### config.mk
export PLATFORM = sky130hd
export DESIGN_NAME = button_conditioner
export DESIGN_NICKNAME = d
export VERILOG_FILES = /design/src/rtl/button_conditioner.sv
export SDC_FILE = /design/constraint.sdc
export NUM_CORES = 1
export LEC_CHECK = 0
export ABC_AREA = 1
export CAP_MARGIN = 20
export CORE_MARGIN = 2
export CORE_UTILIZATION = 30
export CTS_BUF_LIST = sky130_fd_sc_hd__clkbuf_4 sky130_fd_sc_hd__clkbuf_8
export CTS_CLUSTER_SIZE = 24
export DETAILED_ROUTE_END_ITERATION = 8
export PLACE_DENSITY = 0.47
export SETUP_SLACK_MARGIN = 0.3
export SLEW_MARGIN = 30
export SYNTH_ARGS = -nofsm -noshare
export SYNTH_HDL_FRONTEND = slang
export SYNTH_SLANG_ARGS = --single-unit
### constraint.sdc
create_clock -name Clk -period 3.4 [get_ports Clk]
set_input_delay 0.68 -clock Clk [delete_from_list [all_inputs] [get_ports Clk]]
set_output_delay 0.68 -clock Clk [all_outputs]
set_load 0.005 [all_outputs]
### src/rtl/button_conditioner.sv
// ============================================================================
// Module   : button_conditioner
// Purpose  : Multi-channel push-button synchroniser, debouncer and edge-pulse
//            generator. Optional auto-repeat is enabled by BUTTON_AUTOREPEAT_EN.
// Revision : 1.0 - initial release
// ============================================================================
`default_nettype none

module button_conditioner #(
  parameter int NUM_BTN         = 4,
  parameter int SYNC_STAGES     = 2,
  parameter int DEBOUNCE_CYCLES = 500000,
  parameter int REPEAT_DELAY    = 25000000,
  parameter int REPEAT_PERIOD   = 5000000
) (
  input  logic               Clk,
  input  logic               Reset,
  input  logic [NUM_BTN-1:0] Bi,
  output logic [NUM_BTN-1:0] Held,
  output logic [NUM_BTN-1:0] Press,
  output logic [NUM_BTN-1:0] Release
);

  localparam int CNT_W = $clog2(DEBOUNCE_CYCLES + 1);
  localparam logic [CNT_W-1:0] c_CNT_LAST = CNT_W'(DEBOUNCE_CYCLES - 1);

`ifdef BUTTON_AUTOREPEAT_EN
  localparam int TMR_MAX = (REPEAT_DELAY > REPEAT_PERIOD) ? REPEAT_DELAY : REPEAT_PERIOD;
  localparam int TMR_W   = $clog2(TMR_MAX + 1);
  localparam logic [TMR_W-1:0] c_DLY_LAST = TMR_W'(REPEAT_DELAY - 1);
  localparam logic [TMR_W-1:0] c_PER_LAST = TMR_W'(REPEAT_PERIOD - 1);

  typedef enum logic [1:0] {
    ST_IDLE   = 2'd0,
    ST_HELD   = 2'd1,
    ST_REPEAT = 2'd2
  } state_t;
`else
  typedef enum logic [0:0] {
    ST_IDLE = 1'b0,
    ST_HELD = 1'b1
  } state_t;
`endif

  generate
    if (NUM_BTN < 1 || SYNC_STAGES < 2 || DEBOUNCE_CYCLES < 1 ||
        REPEAT_DELAY < 1 || REPEAT_PERIOD < 1) begin : g_bad_cfg
      $error("button_conditioner: illegal parameter value");
    end
  endgenerate

  generate
    for (genvar i = 0; i < NUM_BTN; i++) begin : g_ch
      logic [SYNC_STAGES-1:0] r_sync;
      logic [CNT_W-1:0]       r_cnt;
      logic [CNT_W-1:0]       w_cnt_nxt;
      state_t                 r_state;
      state_t                 w_state_nxt;
      logic                   r_held;
      logic                   r_press;
      logic                   r_release;
      logic                   w_held_nxt;
      logic                   w_press_nxt;
      logic                   w_release_nxt;
      logic                   w_s;
      logic                   w_accept;
`ifdef BUTTON_AUTOREPEAT_EN
      logic [TMR_W-1:0]       r_timer;
      logic [TMR_W-1:0]       w_timer_nxt;
`endif

      assign w_s      = r_sync[SYNC_STAGES-1];
      // A new level is accepted once it has differed from Held for DEBOUNCE_CYCLES samples.
      assign w_accept = (w_s != r_held) && (r_cnt == c_CNT_LAST);

      always_comb begin
        w_cnt_nxt     = '0;
        w_state_nxt   = r_state;
        w_held_nxt    = r_held;
        w_press_nxt   = 1'b0;
        w_release_nxt = 1'b0;
`ifdef BUTTON_AUTOREPEAT_EN
        w_timer_nxt   = r_timer;
`endif
        if ((w_s != r_held) && !w_accept) begin
          w_cnt_nxt = r_cnt + 1'b1;
        end

        case (r_state)
          ST_IDLE: begin
            if (w_accept) begin
              w_state_nxt = ST_HELD;
              w_held_nxt  = 1'b1;
              w_press_nxt = 1'b1;
`ifdef BUTTON_AUTOREPEAT_EN
              w_timer_nxt = '0;
`endif
            end
          end
          ST_HELD: begin
            if (w_accept) begin
              w_state_nxt   = ST_IDLE;
              w_held_nxt    = 1'b0;
              w_release_nxt = 1'b1;
            end
`ifdef BUTTON_AUTOREPEAT_EN
            else if (r_timer == c_DLY_LAST) begin
              w_state_nxt = ST_REPEAT;
              w_press_nxt = 1'b1;
              w_timer_nxt = '0;
            end else begin
              w_timer_nxt = r_timer + 1'b1;
            end
`endif
          end
`ifdef BUTTON_AUTOREPEAT_EN
          ST_REPEAT: begin
            // Release takes priority over a repeat falling due on the same cycle.
            if (w_accept) begin
              w_state_nxt   = ST_IDLE;
              w_held_nxt    = 1'b0;
              w_release_nxt = 1'b1;
            end else if (r_timer == c_PER_LAST) begin
              w_press_nxt = 1'b1;
              w_timer_nxt = '0;
            end else begin
              w_timer_nxt = r_timer + 1'b1;
            end
          end
`endif
          default: begin
            w_state_nxt = ST_IDLE;
            w_held_nxt  = 1'b0;
          end
        endcase
      end

      always_ff @(posedge Clk or posedge Reset) begin
        if (Reset) begin
          r_sync    <= '0;
          r_cnt     <= '0;
          r_state   <= ST_IDLE;
          r_held    <= 1'b0;
          r_press   <= 1'b0;
          r_release <= 1'b0;
`ifdef BUTTON_AUTOREPEAT_EN
          r_timer   <= '0;
`endif
        end else begin
          r_sync    <= {r_sync[SYNC_STAGES-2:0], Bi[i]};
          r_cnt     <= w_cnt_nxt;
          r_state   <= w_state_nxt;
          r_held    <= w_held_nxt;
          r_press   <= w_press_nxt;
          r_release <= w_release_nxt;
`ifdef BUTTON_AUTOREPEAT_EN
          r_timer   <= w_timer_nxt;
`endif
        end
      end

      assign Held[i]    = r_held;
      assign Press[i]   = r_press;
      assign Release[i] = r_release;
    end
  endgenerate

endmodule

`default_nettype wire

Word-level counts from Yosys, hierarchy flattened
Cells that the tools add are included. W data, S select, Z words.

Bits of input ports: 6. Output and inout bits: 12. Register bits after elaboration: 100. Logic and storage cells: 100.

Add/subtract/negate cells: 4. Mux-type cells: 36. Equal/unequal tests: 16. Bitwise gates (word level): 4. Reduce and logical (&&, ||, !) cells: 16.

Operators by type and width (count): $add A19 B1 Y19 const B (4); $eq A19 B19 Y1 const B (4); $mux W19 (4); $mux W1 (24); $pmux W1 S2 (8); $logic_and A1 B1 Y1 (8); $ne A2 B1 Y1 const B (4); $ne A2 B2 Y1 const B (4); $reduce_and A2 Y1 (4); $logic_not A1 Y1 (4); $ne A1 B1 Y1 (4); $not A1 Y1 (4).

Depth between registers and ports, before layout
Depth in word-level cells: 5. Mapped depth: 11. Mapped depth without buffers: 11.

Least setup slack after synthesis
No wires, ideal clock.

Path kind: reg2reg. Start: reg g_ch[0].r_cnt[0]. End: reg g_ch[0].r_held. Setup time: 77 ps. Path buffers: 0. Clock period less this slack: 1664 ps. Slack: 1736 ps. Arrival: 1587 ps. Cell stages (with the launch flop): 11. Data required time: 3323 ps. Path through: dfrtp_1 > ha_1 > nand2_1 > nor2_1 > nand3_2 > nor2_1 > inv_1 > ha_1 > nor2_1 > nor2_1 > a21oi_1.

Word-level cells in the longest chain between the ends: 4. Elaborated cells between the ends (all ways): 5. Those cells by class: eq/ne: 3; reduce/logical: 2.

RTL lines: from (decl) (line 55) `logic [CNT_W-1:0] r_cnt;`; from (signal assigned) (line 151) `r_cnt <= w_cnt_nxt;`; $eq A19 B19 Y1 (*) (line 74) `assign w_accept = (w_s != r_held) && (r_cnt == c_CNT_LAST);`; $logic_and A1 B1 Y1 (*) (line 74); $ne A2 B2 Y1 (no source line) or $ne A2 B1 Y1 (tied branches); $reduce_and A2 Y1 (no source line) (*); to (signal assigned) (line 153) `r_held <= w_held_nxt;`; to (decl) (line 59) `logic r_held;`.

Mark *: on every way between the ends. The rest lies on a longest branch, timed or not. A chain may end at the register's enable or synchronous reset.

Worst setup path in the final report
Start: reg g_ch[3].r_held. End: out Held[3].

RTL lines: from (decl) (line 59); from (signal assigned) (line 153); to (decl) (line 19) `output logic [NUM_BTN-1:0] Held,`.

No word-level cell between the ends.

==> summary.md <==
| Metric | Value |
|---|---|
| Status | `completed` |
| Min Tclk post-route | `1.999 ns` |
| CTS clk-pin slew, worst paths | `0.08 ns` |
| Post-synth top flop | `dfrtp_1` |
| Leakage | `2.720 nW` |
| Relative slew margins | `56.81%` |
| TNS Setup | `0 ns` |
| Final worst clock skew | `0.01411 ns` |
| CP arrival | `1.32 ns` |
| Clock power frac | `37.7%` |
| Adder-cell share of the synthesized area | `4.624%` |
| Number of detailed-route iterations in the first pass | `4` |
| Layout cells sized above 1 | `9.272%` |
| Final std cells w/o fill | `930` |
| Largest net degree at the start of global routing | `53` |
| Die area | `19130 µm²` |
| CP top delay family | `buffers and inverters` |
| Max cap viols | `0` |
| WL/cell | `11.01 µm` |
| Final Hold Fails | `0` |
| Final WL | `10.24 mm` |
| Dpl hpwl | `7.468 mm` |
| Core Region | `17840 µm²` |
| Post-synthesis mux area share | `0%` |
| DR vias | `4019` |
| Post-synth top area share | `46.24%` |
| Post-CTS setup buffers | `0` |
| FMAX | `500.3 MHz` |
| Clk buf depth | `2` |
| VDD IR-drop max | `0.1682 mV` |
| First-pass GRT wire length | `18.16 mm` |
| Most frequent cell after synthesis | `nor2_1` |
| Switch Pwr | `0.4646 mW` |
| Vias in the first global route | `3927` |
| Syn_area_per_cell | `7.923 µm²` |
| ANT nets after route | `0` |
| IO Port Bufs | `17` |
| Clock Sinks | `100` |
| Main area contributors after synthesis | `dfrtp_1 46%, nor2_1 11%, nand2_1 9.6%` |
| Sequential Power Share | `58.7%` |
| Post-Syn Area | `5411 µm²` |
| CTS tree | `done` |
| Yosys warnings | `0` |
| Sequential share of the synthesized area | `46.24%` |
| Num CTS Buffers | `9` |
| Critical path class | `flip-flop to output pin` |
| Total gr overflow | `0` |
| PD cells | `348.3 nW/µm²` |
| CP max stage cell | `clkdlybuf4s50_1` |
| Period utilisation layout | `58.78%` |
| CP Capture Type | `output pin` |
| Critical-path cell list | `clkdlybuf4s50_1` |
| Tot Pwr | `2.072 mW` |
| Final #Nets | `723` |
| Mapped Cells | `683` |
| Final Max Tran Viols | `0` |
| Simple-Gate Fraction of Synth Area | `33.57%` |
| Initial Util | `30.33%` |
| I/O Pins | `18` |
| Critical Path Max Stage Delay | `0.53 ns` |
| Worst min path class | `flip-flop to flip-flop` |
| Setup violations, final | `0` |
| Post_cts resized | `0` |
| Hold_buf cts | `0` |
| Xor-xnor portion of the synthesized cell area | `5.827%` |
| Compound-cell area share of the yosys netlist | `1.341%` |
| Worst-Skew Late Latency | `0.38 ns` |
| Iteration-0 DRC Markers | `304` |
| Routability Congestion | `0.8551` |
| Crit start category | `flip-flop` |
| P&R area growth vs syn | `9.896%` |
| GRT Util Overall | `11.44%` |
| Worst Tran Pin Value | `0.6478 ns` |
| Root Driver | `clkbuf_8` |
| Worst-path fanout max | `3` |
| Yosys top cell by area | `dfrtp_1` |
| DR DRC count | `0` |
| Commonest cells post-synth | `164 x nor2_1, 138 x nand2_1, 100 x dfrtp_1, 81 x inv_1, 37 x nand3_1` |
| Die Y | `138.3 µm` |
| Req. time, crit path | `2.72 ns` |
| Post-synth ARST share | `100.0%` |
| Internal power | `1.607 mW` |
| Final Cell Area | `5947 µm²` |
| Die Wd | `138.3 µm` |
| Antenna diodes | `0` |
| Row cnt | `49` |
| Number of H-tree levels | `3` |
| Dpl cells | `915` |
| Placed inst area | `5752 µm²` |
| Combinational power share | `3.7%` |
| RSZ-0062 raised after global routing | `false` |
| #FFs+latches synth | `100` |
| Number of synthesized flops with an enable pin | `0` |
| Switching part of the total | `22.43%` |
| Mapped Nets | `709` |
| Synth cell types | `22` |
| Largest family of logic cells by synthesized area | `simple AND/OR/NAND/NOR gates` |
| Number of vias per cell | `4.322` |
| CP bufs+invs | `1` |
| Initial antenna violation count | `0` |
==> cell usage in the layout (no fill, tap or decap), drive strengths merged <==
cell,count
inv,84
buf,2
o21bai,1
ha,20
xor2,17
clkdlybuf4s50,17
or2,2
bufinv,1
clkinv,1
nand2,155
nor3,13
clkinvlp,1
o21ai,1
nor2,186
a21oi,12
nand4,17
nand3,39
clkbuf,13
xnor2,19
dfrtp,100
==> registers in the layout, summed over array words and instances, names as in the netlist <==
name,count
g_ch.r_cnt,76
g_ch.r_held,4
g_ch.r_press,4
g_ch.r_state,4
g_ch.r_sync,8
g_ch.r_release,4
==> layout make-up <==
type,count,area [µm²]
multi-input combinational,482,2455
inverter,85,322.8
tap,229,286.5
timing repair buffer,19,185.2
clock inverter,2,35.03
sequential,100,2502
clock buffer,13,160.2
fill,1849,11890
==> cell families (layout without fill, tap and decap cells) <==
family | Yosys count | after routing
xor+xnor | 36 | 36
buf+inv | 101 | 119
flops | 100 | 100
compound gates | 14 | 14
fa+ha+maj | 20 | 20
simple gates | 412 | 412
==> final timing paths <==
path / from / cells after the start / slack, ns / end
hold / removal: g_ch[3].r_sync[0] / 0 / 0.35 / g_ch[3].r_sync[1]
setup / recovery: g_ch[3].r_held / 1 / 1.40 / Held[3]
hold reg to reg: g_ch[3].r_sync[0] / 0 / 0.35 / g_ch[3].r_sync[1]
setup reg to reg: g_ch[0].r_cnt[0] / 10 / 1.54 / g_ch[0].r_held
max in group asynchronous: Reset / 3 / 2.09 / g_ch[0].r_state
min in group asynchronous: Reset / 3 / 0.85 / g_ch[1].r_release
==> layer usage <==
metal  vias to the layer above  GRT usage, %  share of wire, %
li1                       2110             -                 -
met1                      1863         15.19                51
met2                        33         18.60                45
met3                        13         1.767               1.9
met4                         0         4.995               2.0
met5                         -             0                 0
==> power by group through the flow <==
stage | Clock [mW] | Combinational (mW) | Sequential (mW)
after floorplan | 0 | 0.0589 | 1.24
after global placement | 0 | 0.0789 | 1.24
after detailed placement | 0 | 0.0798 | 1.24
after CTS | 0.823 | 0.0801 | 1.22
after global routing | 0.865 | 0.0916 | 1.22
final | 0.780 | 0.0762 | 1.22
==> stage by stage <==
step	setup slack [ns]	util (%)	hold WS, ns
final	1.401	33.33	0.3532
after global routing	1.234	33.33	0.3642
after detailed placement	1.527	32.24	0.3347
after floorplan	1.530	-	0.3312
after global placement	1.594	32.24	0.3341
after CTS	1.357	33.33	0.3556
(Power assumes the default switching activity.)
